**src/rtl/bound_flasher_monitor_pkg.sv**
```systemverilog
// Shared encodings and helpers for the bound flasher LED bus monitor.
package bound_flasher_monitor_pkg;

  localparam int LED_W = 16;
  localparam logic [4:0] LEVEL_FULL = 5'd16;
  localparam logic [4:0] LEVEL_EMPTY = 5'd0;

  // Direction reported on the dir output; doubles as the monitor FSM state.
  typedef enum logic [1:0] {
    DIR_IDLE  = 2'd0,
    DIR_RISE  = 2'd1,
    DIR_FALL  = 2'd2,
    DIR_BLINK = 2'd3
  } dir_e;

  // First-error code latched on err_code.
  typedef enum logic [1:0] {
    ERR_NONE   = 2'd0,
    ERR_STEP   = 2'd1,
    ERR_PEAK   = 2'd2,
    ERR_TROUGH = 2'd3
  } err_e;

  // Level to adopt after an illegal step: only the all-off and all-on
  // patterns give an unambiguous level, otherwise keep what we had.
  function automatic logic [4:0] resync_level(input logic [LED_W-1:0] led,
                                              input logic [4:0] level);
    logic [4:0] result;
    if (led == {LED_W{1'b0}}) begin
      result = LEVEL_EMPTY;
    end else if (led == {LED_W{1'b1}}) begin
      result = LEVEL_FULL;
    end else begin
      result = level;
    end
    return result;
  endfunction

endpackage

```
**src/rtl/bound_flasher_monitor_led_step_classifier.sv**
```systemverilog
// Combinational classification of one LED bus transition against the
// previous sample: fill-shift-left, shift-right, hold or blink toggle.
module led_step_classifier
  import bound_flasher_monitor_pkg::*;
(
  input  logic [LED_W-1:0] led,
  input  logic [LED_W-1:0] led_q,
  output logic             up,
  output logic             down,
  output logic             hold,
  output logic             toggle
);

  logic prev_zero_s;
  logic prev_full_s;

  assign prev_zero_s = (led_q == {LED_W{1'b0}});
  assign prev_full_s = (led_q == {LED_W{1'b1}});

  // A fill step shifts a one in from the bottom; impossible once all lit.
  assign up     = (led == {led_q[LED_W-2:0], 1'b1}) && !prev_full_s;
  // A drain step shifts right; impossible once all dark.
  assign down   = (led == (led_q >> 1)) && !prev_zero_s;
  assign hold   = (led == led_q);
  // Blink only flips between fully dark and fully lit.
  assign toggle = (led == ~led_q) && (prev_zero_s || prev_full_s);

endmodule

```
**src/rtl/bound_flasher_monitor.sv**
```systemverilog
// Passive monitor for the bound flasher LED bus: tracks fill level and
// direction, checks every transition, latches the first error and counts
// completed runs (rise/fall sequence ending in a full-on/full-off blink).
module bound_flasher_monitor
  import bound_flasher_monitor_pkg::*;
#(
  parameter int CNT_W    = 8,
  parameter int PEAK_A   = 6,
  parameter int PEAK_B   = 11,
  parameter int TROUGH_B = 5
) (
  input  logic             clk,
  input  logic             rst,
  input  logic [LED_W-1:0] led,
  input  logic             clr_err,
  output logic [4:0]       level,
  output logic [1:0]       dir,
  output logic             err,
  output logic [1:0]       err_code,
  output logic             run_done,
  output logic [CNT_W-1:0] run_count
);

  logic [LED_W-1:0] led_q_r;
  logic [4:0]       level_r;
  dir_e             state_r;
  logic             err_r;
  err_e             err_code_r;
  logic             run_done_r;
  logic [CNT_W-1:0] run_count_r;
  logic [1:0]       blink_n_r;
  logic             saw16_r;

  logic up_s;
  logic down_s;
  logic hold_s;
  logic toggle_s;
  logic peak_ok_s;
  logic trough_ok_s;
  logic led_zero_s;
  logic led_full_s;
  err_e new_err_s;

  led_step_classifier u_classifier (
    .led    (led),
    .led_q  (led_q_r),
    .up     (up_s),
    .down   (down_s),
    .hold   (hold_s),
    .toggle (toggle_s)
  );

  assign led_zero_s  = (led == {LED_W{1'b0}});
  assign led_full_s  = (led == {LED_W{1'b1}});
  assign peak_ok_s   = (level_r == 5'(PEAK_A)) || (level_r == 5'(PEAK_B)) ||
                       (level_r == LEVEL_FULL);
  assign trough_ok_s = (level_r == LEVEL_EMPTY) || (level_r == 5'(TROUGH_B));

  // Decide which error, if any, the current transition represents.
  always_comb begin
    new_err_s = ERR_NONE;
    case (state_r)
      DIR_IDLE: begin
        if (hold_s || up_s) begin
          new_err_s = ERR_NONE;
        end else begin
          new_err_s = ERR_STEP;
        end
      end
      DIR_RISE: begin
        if (hold_s || up_s) begin
          new_err_s = ERR_NONE;
        end else if (down_s) begin
          new_err_s = peak_ok_s ? ERR_NONE : ERR_PEAK;
        end else begin
          new_err_s = ERR_STEP;
        end
      end
      DIR_FALL: begin
        if (hold_s || down_s) begin
          new_err_s = ERR_NONE;
        end else if (up_s) begin
          new_err_s = trough_ok_s ? ERR_NONE : ERR_TROUGH;
        end else begin
          new_err_s = ERR_STEP;
        end
      end
      DIR_BLINK: begin
        if (hold_s || toggle_s) begin
          new_err_s = ERR_NONE;
        end else begin
          new_err_s = ERR_STEP;
        end
      end
      default: new_err_s = ERR_STEP;
    endcase
  end

  // Monitor FSM: sample history, level/direction tracking, sticky error, run counting.
  always_ff @(posedge clk) begin
    if (rst) begin
      led_q_r     <= {LED_W{1'b0}};
      level_r     <= LEVEL_EMPTY;
      state_r     <= DIR_IDLE;
      err_r       <= 1'b0;
      err_code_r  <= ERR_NONE;
      run_done_r  <= 1'b0;
      run_count_r <= {CNT_W{1'b0}};
      blink_n_r   <= 2'd0;
      saw16_r     <= 1'b0;
    end else begin
      led_q_r    <= led;
      run_done_r <= 1'b0;

      // First error sticks; a clear coinciding with a new error keeps the new one.
      if ((new_err_s != ERR_NONE) && (!err_r || clr_err)) begin
        err_r      <= 1'b1;
        err_code_r <= new_err_s;
      end else if (clr_err) begin
        err_r      <= 1'b0;
        err_code_r <= ERR_NONE;
      end else begin
        err_r      <= err_r;
        err_code_r <= err_code_r;
      end

      case (state_r)
        DIR_IDLE: begin
          if (hold_s) begin
            level_r <= level_r;
          end else if (up_s) begin
            state_r <= DIR_RISE;
            level_r <= 5'd1;
          end else begin
            level_r <= LEVEL_EMPTY;
          end
        end
        DIR_RISE: begin
          if (hold_s) begin
            level_r <= level_r;
          end else if (up_s) begin
            level_r <= level_r + 5'd1;
          end else if (down_s) begin
            level_r <= level_r - 5'd1;
            saw16_r <= saw16_r | (level_r == LEVEL_FULL);
            if ((level_r == 5'd1) && saw16_r) begin
              state_r   <= DIR_BLINK;
              blink_n_r <= 2'd0;
            end else begin
              state_r <= DIR_FALL;
            end
          end else begin
            level_r <= resync_level(led, level_r);
            state_r <= led_zero_s ? DIR_IDLE : state_r;
          end
        end
        DIR_FALL: begin
          if (hold_s) begin
            level_r <= level_r;
          end else if (down_s) begin
            level_r <= level_r - 5'd1;
            if ((level_r == 5'd1) && saw16_r) begin
              state_r   <= DIR_BLINK;
              blink_n_r <= 2'd0;
            end else begin
              state_r <= DIR_FALL;
            end
          end else if (up_s) begin
            level_r <= level_r + 5'd1;
            state_r <= DIR_RISE;
          end else begin
            level_r <= resync_level(led, level_r);
            state_r <= led_zero_s ? DIR_IDLE : state_r;
          end
        end
        DIR_BLINK: begin
          if (hold_s) begin
            level_r <= level_r;
          end else if (toggle_s) begin
            level_r <= led_full_s ? LEVEL_FULL : LEVEL_EMPTY;
            if ((blink_n_r == 2'd1) && led_zero_s) begin
              run_done_r <= 1'b1;
              if (run_count_r != {CNT_W{1'b1}}) begin
                run_count_r <= run_count_r + CNT_W'(1);
              end else begin
                run_count_r <= run_count_r;
              end
              saw16_r   <= 1'b0;
              blink_n_r <= 2'd0;
              state_r   <= DIR_IDLE;
            end else begin
              blink_n_r <= blink_n_r + 2'd1;
            end
          end else begin
            level_r <= resync_level(led, level_r);
            state_r <= led_zero_s ? DIR_IDLE : state_r;
          end
        end
        default: begin
          state_r <= DIR_IDLE;
          level_r <= LEVEL_EMPTY;
        end
      endcase
    end
  end

  assign level     = level_r;
  assign dir       = state_r;
  assign err       = err_r;
  assign err_code  = err_code_r;
  assign run_done  = run_done_r;
  assign run_count = run_count_r;

endmodule

```
**config.mk**
```make
export PLATFORM = sky130hd
export DESIGN_NAME = bound_flasher_monitor
export DESIGN_NICKNAME = d
export VERILOG_FILES = /design/src/rtl/bound_flasher_monitor_pkg.sv /design/src/rtl/bound_flasher_monitor_led_step_classifier.sv /design/src/rtl/bound_flasher_monitor.sv
export SDC_FILE = /design/constraint.sdc
export NUM_CORES = 1
export LEC_CHECK = 0
export BUFFER_PORTS_ARGS = -buffer_cell sky130_fd_sc_hd__buf_4
export CAP_MARGIN = 10
export CORE_ASPECT_RATIO = 0.5
export CORE_MARGIN = 4
export CORE_UTILIZATION = 63
export CTS_CLUSTER_DIAMETER = 200
export DETAILED_ROUTE_END_ITERATION = 7
export PLACE_DENSITY = 0.86
export SYNTH_ARGS = -nofsm -noshare
export SYNTH_HDL_FRONTEND = slang
export SYNTH_HIERARCHICAL = 1
export SYNTH_SLANG_ARGS = --single-unit
```
**constraint.sdc**
```tcl
create_clock -name clk -period 6.69 [get_ports clk]
set_input_delay 1.0035 -clock clk [delete_from_list [all_inputs] [get_ports clk]]
set_output_delay 1.0035 -clock clk [all_outputs]
set_load 0.05 [all_outputs]
```
Word-level counts from Yosys, hierarchy flattened

Cells that the tools add are included.

Output and inout port bits: 19
Bits of input ports: 19
Register bits after elaboration: 38
Logic and storage cells: 133

Bitwise gates (word level): 5
Mux-type cells: 58
Eq/ne operators: 26
$add $sub $neg: 4
Reductions and logical operators: 31

Operator list:

| kind                                                 | count |
|---|---|
| 2-to-1 mux 5 bit                                     | 12 |
| 2-to-1 mux 2 bit                                     | 28 |
| equality test 16 bit                                 | 3 |
| equality test 16 bit (second input constant)         | 2 |
| zero test 16 bit                                     | 2 |
| case mux 5 bit (4 select lines)                      | 1 |
| != test 2 bit (second input constant)                | 9 |
| equality test 16 x 15 -> 1 bit                       | 1 |
| NOT 16 bit                                           | 1 |
| case mux 2 bit (4 select lines)                      | 2 |
| AND reduction 7 bit                                  | 2 |
| 2-to-1 mux 1 bit                                     | 13 |
| equality test 5 x 3 -> 1 bit (second input constant) | 2 |
| adder 8 x 1 -> 8 bit (second input constant)         | 1 |
| logical OR 1 bit                                     | 8 |
| != test 8 bit (second input constant)                | 1 |
| logical AND 1 bit                                    | 6 |
| case mux 2 bit (3 select lines)                      | 1 |
| AND reduction 6 bit                                  | 1 |
| nonzero test 2 bit                                   | 3 |
| adder 5 x 1 -> 5 bit (second input constant)         | 1 |
| equality test 5 x 1 -> 1 bit (second input constant) | 1 |
| equality test 5 x 4 -> 1 bit (second input constant) | 1 |
| equality test 5 bit (second input constant)          | 1 |
| other kinds (15)                                     | 21 |

Depth between registers and ports, before layout

Gate-level depths: netlist (run 1).

Depth in word-level cells: 10
Depth in mapped cells: 11
Gate-level depth less buffers: 9

Hierarchy

The synthesis (run 1) kept the hierarchy.

Modules (own cells, without submodules):

| module                | instances | seq. area each (um^2) | area each (um^2) | cells an instance |
|---|---|---|---|---|
| bound_flasher_monitor | 1         | 760.7                 | 2158.3           | 264 |
| led_step_classifier   | 1         | 0.0                   | 748.2            | 95 |

Least setup slack after synthesis (run 1)

OpenSTA, ideal clock, no wires.

Path kind: input to register
Start point: input led[3]
End point: register run_count_r[5] (netlist: run_count[5])
Path buffers: 0
Stages: 9
Library setup time: 71 ps
Arrival time: 2965 ps
Data required time: 6619 ps
Path slack: 3654 ps
Cell sequence: xnor2_1 nor4_2 nand4_1 nor2_1 nand3_2 nor3b_4 nand3_4 or4_1 a21oi_1

Word-level cells in the longest chain between the ends: 3
Elaborated cells on any way between the ends: 7
Those cells by class: 2 x eq/ne; 1 x bitwise; 4 x reduce/logical

Ends and longest elaborated chain:

| element                       | line                                            | text |
|---|---|---|
| start, declared               | bound_flasher_monitor.sv:14                     | `input logic [LED_W-1:0] led,` |
| equality test 16 bit          | bound_flasher_monitor_led_step_classifier.sv:26 | `assign toggle = (led == ~led_q) && (prev_zero_s \|\| prev_full_s);` |
| logical AND 1 bit             | bound_flasher_monitor_led_step_classifier.sv:26 |  |
| via toggle_s                  | bound_flasher_monitor.sv:37                     | `logic toggle_s;` |
| AND reduction 5 bit (no line) | n/a                                             |  |
| end signal, assigned          | bound_flasher_monitor.sv:108                    | `run_count_r <= {CNT_W{1'b0}};` |
| end signal, assigned          | bound_flasher_monitor.sv:184                    | `run_count_r <= run_count_r + CNT_W'(1);` |
| end signal, assigned          | bound_flasher_monitor.sv:186                    | `run_count_r <= run_count_r;` |
| end, declared                 | bound_flasher_monitor.sv:30                     | `logic [CNT_W-1:0] run_count_r;` |

The timed path passes the listed nets, and every way through them passes these cells.
A chain may end at the register's enable or synchronous reset.

Worst setup path after layout (run 1)

Start point: input led[9]
End point: register level_r[3] (netlist: level[3])

Elaborated cells on any way between the ends: 25
Those cells by class: 9 x eq/ne; 11 x mux; 5 x reduce/logical

RTL lines:

| element                           | line                                            | text |
|---|---|---|
| equality test 16 x 15 -> 1 bit *  | bound_flasher_monitor_led_step_classifier.sv:23 | `assign down = (led == (led_q >> 1)) && !prev_zero_s;` |
| logical AND 1 bit *               | bound_flasher_monitor_led_step_classifier.sv:23 |  |
| via down_s                        | bound_flasher_monitor.sv:35                     | `logic down_s;` |
| 2-to-1 mux 5 bit                  | bound_flasher_monitor.sv:143                    | `end else if (down_s) begin` |
| 2-to-1 mux 5 bit                  | bound_flasher_monitor.sv:141                    | `end else if (up_s) begin` |
| 2-to-1 mux 5 bit                  | bound_flasher_monitor.sv:139                    | `if (hold_s) begin` |
| case mux 5 bit (4 select lines) * | bound_flasher_monitor.sv:127                    | `case (state_r)` |
| end signal, assigned              | bound_flasher_monitor.sv:140                    | `level_r <= level_r;` |
| end signal, assigned              | bound_flasher_monitor.sv:142                    | `level_r <= level_r + 5'd1;` |
| end signal, assigned              | bound_flasher_monitor.sv:144                    | `level_r <= level_r - 5'd1;` |
| end, declared                     | bound_flasher_monitor.sv:25                     | `logic [4:0] level_r;` |

The timed path passes the listed nets; every way through them passes the cells marked *. The select of a mux whose other input is x is not followed.

==> results of run 1 <==
cell usage in the layout (no fill, tap or decap), types with 9 or more instances in the layout:
cell type	Yosys	routed
nand4_1	21	21
buf_4	7	38
nor4_1	19	19
a21oi_1	18	18
dfxtp_1	38	38
nor2b_1	24	24
o21ai_0	12	12
nand2_1	26	26
nor3_1	9	9
inv_1	10	10
xnor2_1	23	23
nor2_1	21	21
xor2_1	25	25
kinds of logic after synthesis:
logic type / Yosys count / share of synthesized area, %
compound gates: 66 / 15.41
simple gates: 156 / 31.90
flops: 38 / 26.17
fa+ha+maj: 6 / 2.497
mux: 4 / 1.808
buf+inv: 40 / 7.189
xor+xnor: 49 / 15.02
final cells by class:
type	instances	share of cell area [%]
tap	57	2.249
clock inverter	1	0.2367
clock buffer	6	2.288
multi-input combinational	281	61.07
sequential	38	23.98
timing repair buffer	38	8.994
inverter	10	1.183
power by group through the flow:
stage	clock network, mW	logic [mW]	registers, mW
6_report	0.153	0.0679	0.243
5_1_grt	0.168	0.0731	0.244
4_1_cts	0.157	0.0668	0.243
3_5_place_dp	0	0.0663	0.248
3_3_place_gp	0	0.0653	0.248
2_1_floorplan	0	0.0491	0.242
worst max path at each step:
stage	end	cells past startpoint	from
6_report	level[3]$_SDFFE_PP0P_	9	led[9]
5_1_grt	level[3]$_SDFFE_PP0P_	9	led[14]
4_1_cts	level[3]$_SDFFE_PP0P_	9	led[9]
3_5_place_dp	level[3]$_SDFFE_PP0P_	9	led[9]
3_3_place_gp	level[3]$_SDFFE_PP0P_	9	led[9]
2_1_floorplan	run_count[5]$_SDFFE_PP0P_	9	led[3]
state kept, by name, summed over array words and instances (netlist names):
register   flops
saw16_r        1
blink_n_r      2
dir            2
level          5
run_count      8
err_code       2
err            1
led_q_r       16
run_done       1
metal layers:
metal / up-vias / GRT usage, %
li1: 1332 / -
met1: 1332 / 33.82
met2: 142 / 44.23
met3: 20 / 5.562
met4: 0 / 10.98
met5: - / 0
metrics by stage:
step / hold slack, ns / instance area, um2 / setup slack (ns) / cells / power, mW
global placement: 0.4602 / 3092 / 2.883 / 424 / 0.3130
detailed placement: 0.4674 / 3092 / 2.842 / 424 / 0.3143
finish: 0.4758 / 3172 / 3.017 / 431 / 0.4642
CTS: 0.4780 / 3172 / 3.130 / 431 / 0.4666
floorplan: 0.4254 / 2907 / 3.654 / 359 / 0.2913
global route: 0.5057 / 3172 / 2.860 / 431 / 0.4845
Yosys cell counts, drive strengths merged (2+ instances only):
master,n,area share (%)
inv,10,1.3
nor4,24,6.2
o32ai,2,0.60
a22o,2,0.60
o22ai,2,0.43
and3,5,1.1
or2,2,0.43
nand3,5,1.5
nor2b,24,5.2
and4,3,0.90
or4,3,0.77
ha,5,2.2
a311oi,2,0.60
o21ai,12,2.1
a32o,2,0.69
o211ai,3,0.77
dfxtp,38,26
buf,18,4.3
xor2,25,7.5
nand2b,4,0.86
xnor2,24,7.5
mux2i,3,1.0
nor3,10,1.9
nand3b,4,1.0
nor2,21,2.7
nand2,26,3.4
a211oi,3,0.77
nand4b,2,0.60
o31ai,3,0.77
a22oi,2,0.52
a21oi,18,3.1
nand4,21,4.5
clkbuf,12,1.6
worst min-delay path, stage by stage (launching register included):
cell and delay, ns:
dfxtp_1 0.31, o21ai_0 0.07, a21oi_1 0.06
==> metrics.md, run 1 <==
| Metric | Value |
|---|---|
| Worst path bufs/invs | `1` |
| Max-capacitance violation count | `0` |
| Switching power share of the total | `28.08%` |
| Startpoint Class | `input port` |
| Hold_buf cts | `0` |
| EDFF count, synth | `0` |
| Mapped Area | `2907 um2` |
| Setup Viol. Count Final | `0` |
| Total GRT Usage | `26.61%` |
| Clock share of power | `33.0%` |
| Max Freq | `272.3 MHz` |
| Horiz. Die Dim | `104.1 um` |
| Number of setup buffers added after CTS | `0` |
| WHS Path Cells | `2` |
| Sequential fraction of the synthesis area | `26.17%` |
| Die area | `5830 um2` |
| Hold endpoint | `blink_n_r[1]$_SDFFE_PP0P_` |
| FF+latch area | `760.7 um2` |
| Status | `completed` |
| Avg Inst Size Synth | `8.096 um2` |
| CP max stage delay | `0.70 ns` |
| Asr flop ratio synth | `0%` |
| Slowest CP cell | `nor2_1` |
| Clk_lat worst skew | `0.30 ns` |
| Delay-heaviest family, CP | `simple AND/OR/NAND/NOR gates` |
| Via Count | `2,826` |
| Vias per cell | `6.557` |
| Vias in the first global route | `2,651` |
| NumNets Final | `398` |
| Final clock period utilization by the worst path | `54.90%` |
| Detail Placement HPWL | `5.660 mm` |
| # resized after CTS | `0` |
| # DRC | `0` |
| H-Tree Depth | `2` |
| Filler cell count | `367` |
| Rel. slew slack | `40.77%` |
| Pre-Repair DR Iteration Count | `5` |
| P per Cell Area | `146.3 nW/um2` |
| Fin crit period | `3.673 ns` |
| Count of final max-slew check failures | `0` |
| Slew @ Worst Pin | `0.8852 ns` |
| Met3 Wirelength | `569 um` |
| Largest net degree at the start of global routing | `39` |
| Post-Route Setup TNS | `0 ns` |
| Switching Power | `0.1303 mW` |
| Reg2reg end | `level[3]$_SDFFE_PP0P_` |
| Synth Warn # | `6` |
| Hold Crit Class | `register to register` |
| Worst IR drop on VDD | `96.29 uV` |
| Num CTS Buffers | `5` |
| Core area | `4424 um2` |
| Gpl congestion | `0.9970` |
| WS Path Type | `input port to register` |
| Initial antenna violation count | `0` |
| Clk root buf | `clkbuf_8` |
| CP cell instances | `buf_4, xor2_1, nor4_1, nand4_1, nor2_1, a21oi_1, and3_1, mux4_2, o41ai_1` |
| Routed WL | `7.712 mm` |
| N_diodes | `0` |
| Sequential share of power | `52.3%` |
| Internal Power | `0.3338 mW` |
| Number of DRC markers in iteration 0 | `232` |
| Per-cell routed wire length | `17.89 um` |
| Synth Flop Type | `dfxtp_1` |
| Std cell rows | `17` |
| Uppermost layer routed | `met4` |
| RSZ-0062 raised after global routing | `false` |
| CP required | `6.88 ns` |
| Initial Util | `65.70%` |
| Clk_skew | `0.006776 ns` |
| Buffers added on ports | `37` |
| Reg2Reg Setup Slack | `3.38 ns` |
| Clk sink count | `38` |
| Final hold violation count | `0` |
| HP Start | `blink_n_r[1]$_SDFFE_PP0P_` |
| R2R depth | `8` |
| GRT Residual Overflow | `0` |
| Area delta synth->final | `9.126%` |
| Mapped Cells | `359` |
| RR Startpoint | `led_q_r[10]$_SDFF_PP0_` |
| CTS tree | `done` |
| Distinct cells, synth | `62` |
| Die Height | `56.03 um` |
| Finished Core Util | `71.69%` |
| M1 WL | `3.395 mm` |
| Crit Path Max Fanout | `14` |
| Worst-path clk slew | `0.07 ns` |
| WP data arrival | `3.87 ns` |
| Area of the multi-input gates | `1937 um2` |
| Final ANT Viol Nets | `0` |
| Lkg Pwr | `1.123 nW` |
| Synth Net Count | `383` |
| Layout cells sized above 1 | `15.51%` |
| WL met2 | `3.574 mm` |
| First-pass GRT wire length | `12.67 mm` |
| Setup crit end kind | `register` |
| Register bit count reported by yosys | `38` |
| CTS Buffer Depth | `2` |
| Combinational share of power | `14.6%` |
| I/O pin total | `38` |
No activity file was read; power rests on OpenSTA's default activity.
==> inputs of run 2 (changes only) <==
- ABC_AREA: default -> 1
- CORE_UTILIZATION: 63 -> 59
- PLACE_DENSITY: 0.86 -> 0.81
- clock period: 6.69 -> 3.5 ns (I/O delays scaled with it)
==> metrics.md, run 2 <==
| Metric | Value |
|---|---|
| Worst IR drop on VDD | `241.1 uV (+150%)` |
| Most common library cells after synthesis | `nand2_1, nor2_1, inv_1` |
| Core area | `5045 um2 (+14%)` |
| CP required | `3.69 ns (-3.19 ns)` |
| Initial antenna violation count | `0 (unchanged)` |
| Share of the synthesized area in the top cell type | `24.17% (-2.0 points)` |
| Status | `completed` |
| CP cell instances | `inv_2, nand2_1, nand4_1, nor2_1, nand2_1, nor2_1, inv_1, o211ai_1, nor2_1, nor2_1, nand2_1, nand2_1, a21oi_1` |
| Post-Place Cells | `664 (+57%)` |
| Std cell rows | `18 (+1)` |
| Die area | `6639 um2 (+14%)` |
| NumNets Final | `625 (+57%)` |
| Pre-Repair DR Iteration Count | `5 (unchanged)` |
| Final std cells w/o fill | `672 (+56%)` |
| Most frequent cells in the layout | `nand2_1, nor2_1, inv_1` |
| Initial Util | `62.40% (-3.3 points)` |
| Slowest CP cell | `nor2_1` |
| Max-capacitance violation count | `0 (unchanged)` |
| HP Start | `led[0]` |
| Gpl congestion | `1.010 (+1.3%)` |
| Vias in the first global route | `3,182 (+20%)` |
| Number of setup buffers added after CTS | `0 (unchanged)` |
| Layout cells sized above 1 | `13.95% (-1.6 points)` |
| Rel. slew slack | `62.49% (+22 points)` |
| Avg Inst Size Synth | `5.552 um2 (-31%)` |
| Register bank with the most flops | `led_q_r` |
| Mapped Area | `3148 um2 (+8.3%)` |
| Sequential fraction of the synthesis area | `24.17% (-2.0 points)` |
| Startpoint Class | `register` |
| RSZ-0062 raised after global routing | `false` |
| Worst path bufs/invs | `2 (+1)` |
| Count of final max-slew check failures | `0 (unchanged)` |
| P per Cell Area | `318.2 nW/um2 (+120%)` |
| Reg2Reg Setup Slack | `1.03 ns (-2.35 ns)` |
| EDFF count, synth | `0 (unchanged)` |
| Detail Placement HPWL | `6.790 mm (+20%)` |
| Overall power | `1.148 mW (+150%)` |
| Per-cell routed wire length | `13.32 um (-26%)` |
| R2R depth | `13 (+5)` |
| I/O pin total | `38 (unchanged)` |
| Max Freq | `405.6 MHz` |
| RR Startpoint | `led_q_r[1]$_SDFF_PP0_` |
| Area leader, netlist | `dfxtp_1` |
| Hold Crit Class | `input port to register` |
| Met3 Use GR | `4.752% (-0.81 points)` |
| Num CTS Buffers | `5 (unchanged)` |
| Commonest non-fill, non-tap cell in the layout | `nand2_1` |
| CTS tree | `done` |
| Hold_buf cts | `0 (unchanged)` |
| Die Height | `59.65 um (+6.5%)` |
| GR peak layer | `met2` |
| Slew @ Worst Pin | `0.5606 ns (-0.3245 ns)` |
| Final clock period utilization by the worst path | `70.45%` |
| Post-Route Setup TNS | `0 ns (unchanged)` |
| Crit. Startpoint | `led_q_r[1]$_SDFF_PP0_` |
| WS Path Type | `register to register` |
| # DRC | `0 (unchanged)` |
| Hold endpoint | `led_q_r[0]$_SDFF_PP0_` |
| Clk root buf | `clkbuf_8` |
| Clk sink count | `38 (unchanged)` |
| Area delta synth->final | `14.63%` |
| Vias per cell | `5.473 (-17%)` |
| CTS Buffer Depth | `2 (unchanged)` |
| Asr flop ratio synth | `0% (unchanged)` |
| Top cells by area, synth | `dfxtp_1, nand2_1, nor2_1, inv_1, nand3_1` |
| Horiz. Die Dim | `111.3 um (+7.0%)` |
| Worst-path clk slew | `0.09 ns (+0.02 ns)` |
| Clk_skew | `0.009630 ns (+0.002854 ns)` |
| Total GRT Usage | `27.61% (+1.0 points)` |
| Critical path depth in cells | `13 (+4)` |
| Synth Warn # | `6 (unchanged)` |
| Largest net degree at the start of global routing | `34 (-13%)` |
| Count leader, synth | `nand2_1` |
| Final instance area | `3608 um2 (+14%)` |
| Fin crit period | `2.466 ns` |
| Max reg flops | `16 (unchanged)` |
| Setup Viol. Count Final | `0 (unchanged)` |
| Routed WL | `8.948 mm (+16%)` |
| Number of DRC markers in iteration 0 | `332 (+43%)` |
| WHS Path Cells | `3 (+1)` |
| WP data arrival | `2.65 ns (-1.22 ns)` |
| Via Count | `3,678 (+30%)` |
| CP max stage delay | `0.46 ns (-0.24 ns)` |
| # resized after CTS | `0 (unchanged)` |
| Mapped Cells | `567 (+58%)` |
| H-Tree Depth | `2 (unchanged)` |
| Final hold violation count | `0 (unchanged)` |
| Met1 usage | `38.29% (+4.5 points)` |
| Final ANT Viol Nets | `0 (unchanged)` |
| Met2 Resource Use GR | `44.73% (+0.50 points)` |
| Buffers added on ports | `37 (unchanged)` |
| Register bit count reported by yosys | `38 (unchanged)` |
| Synth Flop Type | `dfxtp_1` |
| Synth Net Count | `591 (+54%)` |
| Reg2reg end | `level[4]$_SDFFE_PP0P_` |
| Lkg Pwr | `1.773 nW (+58%)` |
| Delay-heaviest family, CP | `simple AND/OR/NAND/NOR gates` |
| First-pass GRT wire length | `14.69 mm (+16%)` |
| Distinct cells, synth | `28 (-55%)` |
| N_diodes | `0 (unchanged)` |
| Crit Path Max Fanout | `10 (-4)` |
| Placed Instance Area | `3466 um2 (+12%)` |
| Setup crit end kind | `register` |
| Clk_lat worst skew | `0.31 ns (about the same)` |
| GRT Residual Overflow | `0 (unchanged)` |
==> run 2: worst min-delay path, cell delays in order <==
cell and delay [ns]:
buf_4 0.13, inv_1 0.05, nor2_1 0.03
==> run 2: per-stage QoR <==
stage | hold WS, ns | util, % | setup slack, ns
2_1_floorplan | 0.4502 | - | 1.488
3_3_place_gp | 0.4596 | 68.70 | 0.8718
3_5_place_dp | 0.4789 | 68.70 | 0.9028
4_1_cts | 0.4666 | 71.53 | 1.079
5_1_grt | 0.4677 | 71.53 | 0.7512
6_report | 0.4721 | 71.53 | 1.034
==> run 2: logic make-up after synthesis <==
kind of cell               after synthesis  share of synthesized area (%)
DFF                                     38                          24.17
adders and majority gates                5                          1.987
xor gates and xnor gates                16                          4.451
buffers and inverters                   96                          12.00
and+or+nand+nor                        366                          49.48
AOI/OAI and AO/OA                       46                          7.910
==> run 2: worst max-delay path by stage <==
| stage | end | slack (ns) |
|---|---|---|
| global route | err_code[1]$_SDFFE_PP0P_ | 0.75 |
| floorplan | run_count[2]$_SDFFE_PP0P_ | 1.49 |
| finish | level[4]$_SDFFE_PP0P_ | 1.03 |
| detailed placement | level[2]$_SDFFE_PP0P_ | 0.90 |
| CTS | level[2]$_SDFFE_PP0P_ | 1.08 |
| global placement | level[4]$_SDFFE_PP0P_ | 0.87 |
==> run 2: area by class of cell <==
type	instances	area (um2)
multi-input combinational	433	2009
timing repair buffer	39	292.8
clock buffer	6	82.58
inverter	84	315.3
fill	489	1436
sequential	38	760.7
tap	70	87.58
clock inverter	2	60.06
==> run 2: where the power goes <==
part	internal, mW	switching (mW)
registers	0.445	0.0228
clock network	0.304	0.174
logic	0.0716	0.130
==> run 2: routing by layer <==
metal,share of wire (%),vias to the layer above
li1,-,1836
met1,45,1637
met2,43,183
met3,9.9,22
met4,2.2,0
met5,0,-
